$ cat config.mk
export PLATFORM = sky130hd
export DESIGN_NAME = register_bank
export DESIGN_NICKNAME = d
export VERILOG_FILES = /design/src/rtl/register_bank.sv
export SDC_FILE = /design/constraint.sdc
export NUM_CORES = 1
export LEC_CHECK = 0
export CORE_AREA = 2 2 167 169
export DETAILED_ROUTE_END_ITERATION = 10
export DIE_AREA = 0 0 169 171
export PLACE_DENSITY_LB_ADDON = 0.05
export SETUP_SLACK_MARGIN = 0.4
export SYNTH_ARGS = -nofsm -noshare
export SYNTH_HDL_FRONTEND = slang
export SYNTH_SLANG_ARGS = --single-unit
$ cat constraint.sdc
create_clock -name clk -period 1.85 [get_ports clk]
set_input_delay 0.4625 -clock clk [delete_from_list [all_inputs] [get_ports clk]]
set_output_delay 0.4625 -clock clk [all_outputs]
set_load 0.1 [all_outputs]
$ cat src/rtl/register_bank.sv
// Addressed bank of NUM_REGS registers with per-register mode (RW, RO status, W1C flags)
// behind a two-cycle req/ack access port with byte enables.
module register_bank #(
  parameter int                          NUM_REGS     = 8,
  parameter int                          WIDTH        = 16,
  parameter int                          ADDR_W       = 3,
  parameter logic [NUM_REGS*WIDTH-1:0]   RESET_VALUES = '0,
  parameter logic [NUM_REGS-1:0]         RO_MASK      = '0,
  parameter logic [NUM_REGS-1:0]         W1C_MASK     = '0
) (
  input  logic                      clk,
  input  logic                      reset,
  input  logic                      req,
  input  logic                      wr,
  input  logic [ADDR_W-1:0]         addr,
  input  logic [WIDTH/8-1:0]        be,
  input  logic [WIDTH-1:0]          wdata,
  output logic                      ack,
  output logic [WIDTH-1:0]          rdata,
  output logic                      err,
  input  logic [NUM_REGS*WIDTH-1:0] hw_val,
  input  logic [NUM_REGS*WIDTH-1:0] hw_set,
  output logic [NUM_REGS*WIDTH-1:0] reg_out
);

  localparam int NB = WIDTH / 8;

  typedef enum logic [0:0] {
    IDLE = 1'b0,
    RESP = 1'b1
  } state_t;

  state_t             state;
  state_t             next_state;
  logic               accept;
  logic               wr_en;
  logic               in_range;
  logic               hit_ro;
  logic [NUM_REGS-1:0] sel;
  logic [WIDTH-1:0]   rd_val;
  logic [WIDTH-1:0]   wmask;
  logic [WIDTH-1:0]   regs [NUM_REGS];

  // Expand per-byte enables into a per-bit write mask.
  function automatic logic [WIDTH-1:0] lane_mask(input logic [NB-1:0] lanes);
    logic [WIDTH-1:0] m;
    m = '0;
    for (int b = 0; b < NB; b++) begin
      m[b*8 +: 8] = {8{lanes[b]}};
    end
    return m;
  endfunction

  // FSM state register.
  always_ff @(posedge clk or negedge reset) begin
    if (!reset) begin
      state <= IDLE;
    end else begin
      state <= next_state;
    end
  end

  // FSM next state; an access is taken only on an IDLE edge with req high.
  always_comb begin
    next_state = state;
    accept     = 1'b0;
    case (state)
      IDLE: begin
        if (req) begin
          next_state = RESP;
          accept     = 1'b1;
        end else begin
          next_state = IDLE;
        end
      end
      RESP:    next_state = IDLE;
      default: next_state = IDLE;
    endcase
  end

  // Address decode and read mux; unmatched addresses leave sel empty and rd_val zero.
  always_comb begin
    sel    = '0;
    rd_val = '0;
    hit_ro = 1'b0;
    for (int i = 0; i < NUM_REGS; i++) begin
      if (addr == ADDR_W'(i)) begin
        sel[i] = 1'b1;
        rd_val = regs[i];
        hit_ro = RO_MASK[i];
      end else begin
        sel[i] = 1'b0;
      end
    end
  end

  assign in_range = |sel;
  assign wr_en    = accept & wr;
  assign wmask    = lane_mask(be);

  // Response registers: ack/err live only in the RESP cycle, rdata holds between accesses.
  always_ff @(posedge clk or negedge reset) begin
    if (!reset) begin
      ack   <= 1'b0;
      err   <= 1'b0;
      rdata <= '0;
    end else begin
      ack <= accept;
      if (accept) begin
        err   <= ~in_range | (wr & hit_ro);
        rdata <= wr ? {WIDTH{1'b0}} : rd_val;
      end else begin
        err   <= 1'b0;
        rdata <= rdata;
      end
    end
  end

  for (genvar i = 0; i < NUM_REGS; i++) begin : g_reg
    localparam logic [WIDTH-1:0] RV = RESET_VALUES[i*WIDTH +: WIDTH];
    logic             write_hit;
    logic [WIDTH-1:0] q;

    assign write_hit = wr_en & sel[i];

    if (RO_MASK[i]) begin : g_ro
      // Status register: registered copy of the hardware value, bus writes rejected.
      always_ff @(posedge clk or negedge reset) begin
        if (!reset) begin
          q <= RV;
        end else begin
          q <= hw_val[i*WIDTH +: WIDTH];
        end
      end
    end else if (W1C_MASK[i]) begin : g_w1c
      // Event flags: hardware sets, bus clears with 1s; the set term is applied last so it wins.
      always_ff @(posedge clk or negedge reset) begin
        if (!reset) begin
          q <= RV;
        end else begin
          q <= (q & ~(write_hit ? (wmask & wdata) : {WIDTH{1'b0}}))
               | hw_set[i*WIDTH +: WIDTH];
        end
      end
    end else begin : g_rw
      // Plain read-write register with byte-lane merge.
      always_ff @(posedge clk or negedge reset) begin
        if (!reset) begin
          q <= RV;
        end else if (write_hit) begin
          q <= (q & ~wmask) | (wdata & wmask);
        end else begin
          q <= q;
        end
      end
    end

    assign regs[i]                    = q;
    assign reg_out[i*WIDTH +: WIDTH]  = q;
  end

  // Not every register mode consumes its hw_val / hw_set slice.
  logic unused_hw_inputs;
  assign unused_hw_inputs = ^{hw_val, hw_set};

endmodule

; ---- Word level (Yosys, flattened, before mapping)
; Cells that the tools add are included.
; Widths: inputs -> output; s select.
[word_totals]
reg_bits = 147
output_inout_bits = 146
in_bits = 281
word_cells = 71
[classes]
n_mux = 21
n_reduce_logical = 2
bitwise_logic = 29
eq_ne = 7
[op_table]
columns = cell, n
row1 = $and 16x16->16, 9
row2 = $mux 16, 9
row3 = $or 16x16->16, 8
row4 = $not 16->16, 1
row5 = $eq 3x3->1 const B, 4
row6 = $mux 1, 11
row7 = $and 1x1->1, 9
row8 = $reduce_or 8->1, 1
row9 = $eq 3x2->1 const B, 2
row10 = $eq 3x1->1 const B, 1
row11 = $logic_not 3->1, 1
row12 = $not 1->1, 2
row13 = $pmux 1 s2, 1

; ---- Longest topological paths before layout
[logic_depth]
word_depth = 10
mapped_depth = 7

; ---- Least setup slack after synthesis
; No wires, ideal clock.
[synth_timing]
path_kind = register to register
start = reg ack
end = reg (tool-made name)
setup_time_ns = 0.126
stages_incl_launch_ff = 7
period_less_slack_ns = 2.201
arrival_ns = 2.076
slack_ns = -0.351
n_path_buf = 1
required_ns = 1.724
path_cell_list = dfrtp_1 -> nand2b_1 -> buf_6 -> inv_6 -> nand4_4 -> nor3_4 -> mux2_2
[synth_rtl]
columns = element, line
row1 = start: declaration, 18  ; output logic ack,
row2 = start signal: assignment, 108  ; ack <= accept;

==> flow_metrics.tcl <==
set metrics [dict create \
    finalHoldViolCount 0 \
    max-clock-path-buffers 2 \
    cts_tree "built" \
    yosys_warnings 0 \
    reg2reg_from "ack" \
    crit_path_top_delay_cell "clkdlybuf4s50_1" \
    n_fill_cell 2418 \
    worstSetupEndpointType "register" \
    syn_to_final_growth_pct 97.8 \
    p_per_area_mw_per_mm2 1240 \
    vias 5299 \
    postLayoutCoreUtil 0.476 \
    drive_gt1_frac 0.711 \
    netlist_area_sq_mm 0.00658 \
    drc 0 \
    max_freq_mhz 568 \
    vias_per_cell 4.45 \
    arrival_ps 2060 \
    dp_hpwl_microns 18100 \
    reg2reg_slack_ps 90 \
    rsz0062_at_grt "yes" \
    reg2regPathDepth 6 \
    cp_cell_sequence "clkdlybuf4s50_1, nand2b_4, inv_8, nand4_4, nor3_4, buf_6, mux2_4" \
    run_status "finished, final reports clean" \
    ant_nets 0 \
    netlist_top_cells_area "dfrtp_1 56%, mux2_2 25%, mux2i_1 4.7%" \
    max-vdd-ir-drop_uv 646 \
    gp_congestion 0.783 \
    critical_path.top_delay_family "buffers and inverters" \
    grt-ovfl-total 0 \
    cp_max_fo 5 \
    htreeDepth 4 \
    synthFlopType "dfrtp_1" \
    synth_top_area_share 0.556 \
    p_sw_w 0.00706 \
    antenna_found_initial 5 \
    yosys.area.top_type "dfrtp_1" \
    grt_pass1_vias 5930 \
    grt_max_degree 39 \
    synth_cells 470 \
    clk_pin_slew_worst_paths_ps 70 \
    initial_core_util 0.241 \
    fin_cells 1191 \
    max_cap_viol_count 0 \
    fin_nets 1110 \
    clock-sinks 146 \
    synth-seq-cells 146 \
    netlist-cell-type-count 28 \
    skew_ps 11.9 \
    row_count 61 \
    clk_latency_ps 420 \
    synth_edf_count 0 \
    sequentialPowerShare 0.275 \
    synth_nets 751 \
    die_y_microns 171 \
    synth_common_cells "146 x dfrtp_1, 144 x mux2_2, 31 x mux2i_1, 28 x o21ai_0, 17 x nand2_1" \
    grtUsageTotal 0.182 \
    multi_input_area_sq_mm 0.00330 \
    io_buffers 170 \
    synth_most_common_cell "dfrtp_1" \
    critPathMaxStageDelay_ps 520 \
    cts_buffers 17 \
    coreArea_sq_mm 0.0273 \
    switching_share 0.439 \
    cp.required_ps 2150 \
    worst-setup-path-type "primary input to register" \
    syn_avg_cell_area_sq_um 14.0 \
    boundaryPins 427 \
    dieArea_sq_mm 0.0289 \
    startpoint_type "primary input" \
    cts-root-buf "clkbuf_16" \
    p_clk_frac 0.210 \
    dp_cells 1030 \
    period_minus_slack_ps 1760 \
    grt_pass1_wl_microns 38200 \
    die_w_microns 169 \
    drt_iter0_drc 275 \
    wl_microns 25700 \
    p_leak_nw 5.84 \
    intPower_w 0.00903 \
    async_reset_ff_frac 1.00 \
    routedWlPerCell_microns 21.6 \
    hold_class "primary input to async pin" \
    slew_violations 0 \
    seq_area_sq_mm 0.00372 \
    combPwrFrac 0.516 \
    crit_buf_inv 3 \
    whs_ps 484 \
    period_share 0.952 \
    dr.pass1.iters 4 \
    setup_violations 0 \
    ys_seq_area_frac 0.556 \
]
[worst register-to-register path: stages (launching register included)]
cell	delay, ps
dfrtp_4	480
nand2b_4	170
inv_8	90
nand4_4	170
nor3_4	250
buf_6	170
mux2_4	300
[final cells by class]
cell class,instances,area share
inverter,1,0.000866
antenna,3,0.000577
sequential,146,0.286
tap,346,0.0333
clock buffer,19,0.0340
multi-input combinational,301,0.254
clock inverter,13,0.00952
timing repair buffer,362,0.382
[stage by stage]
step,TNS (ps),total power [W],setup WS [ps],instance area (sq um)
after global routing,0,0.0167,47.7,13000
after floorplan,-4610,0.00889,-116,7020
after detailed placement,-47550,0.0120,-444,11200
after global placement,-46930,0.0120,-420,11200
after CTS,0,0.0161,112,12800
final,0,0.0161,89.1,13000
[cells in the final DEF, fill, tap and decap left out, types with 2 or more instances in the layout]
cell type / netlist / final
diode_2: 0 / 3
buf_12: 0 / 166
buf_4: 5 / 147
nand2b_1: 4 / 3
nor3_4: 4 / 4
a21oi_1: 15 / 15
clkdlybuf4s50_1: 0 / 19
dfrtp_2: 0 / 52
dlygate4sd2_1: 0 / 2
inv_6: 1 / 5
nand3_4: 2 / 2
nand3_1: 2 / 2
clkinvlp_4: 0 / 6
mux2i_1: 31 / 31
mux2_4: 0 / 120
clkbuf_16: 0 / 18
o21ai_2: 0 / 4
mux2_2: 144 / 24
dfrtp_1: 146 / 93
o22a_1: 15 / 15
nand2_1: 17 / 17
o21ai_1: 3 / 24
nor2_4: 6 / 12
o21ai_0: 28 / 3
nand4_4: 2 / 2
o22ai_1: 15 / 14
buf_8: 0 / 2
buf_6: 2 / 23
[power by group through the flow]
stage / combinational [W] / sequential (W) / clock, W
3_3_place_gp: 0.00743 / 0.00456 / 0
3_5_place_dp: 0.00746 / 0.00455 / 0
4_1_cts: 0.00822 / 0.00442 / 0.00344
2_1_floorplan: 0.00103 / 0.00787 / 0
6_report: 0.00830 / 0.00442 / 0.00337
5_1_grt: 0.00855 / 0.00449 / 0.00361
[repair_timing]
action                                  CTS  global route
hold endpoints to repair                 22             0
endpoints found under the setup margin  290           290
gates resized for setup                  56            70
hold buffers                              1             0
buffers inserted                        112            12
pin swaps                                 9            20
cloned                                    0             1
[cells by family (layout without fill, tap and decap cells)]
| group | count (synthesis) | after routing | synth area share |
|---|---|---|---|
| DFF | 146 | 146 | 0.556 |
| other | 1 | 4 | 0.000570 |
| AOI/OAI and AO/OA | 77 | 77 | 0.0704 |
| buffers and inverters | 23 | 395 | 0.0202 |
| muxes | 176 | 176 | 0.297 |
| and+or+nand+nor | 47 | 47 | 0.0561 |
[worst max-delay path by stage]
stage / from / to / slack [ps] / cells past startpoint
2_1_floorplan: ack / register / -120 / 6
3_3_place_gp: addr[2] / register / -420 / 7
3_5_place_dp: addr[2] / register / -440 / 7
4_1_cts: ack / register / 110 / 6
5_1_grt: ack / register / 50 / 6
6_report: req / register / 90 / 7
[metal layers]
metal  up-vias  track usage  share of wire
li1       2460            -              -
met1      2665        0.253           0.48
met2       157        0.265           0.43
met3        13       0.0780          0.087
met4         4       0.0334         0.0057
met5         -            0         0.0012
Note: power is estimated with default switching activity, not from simulation.
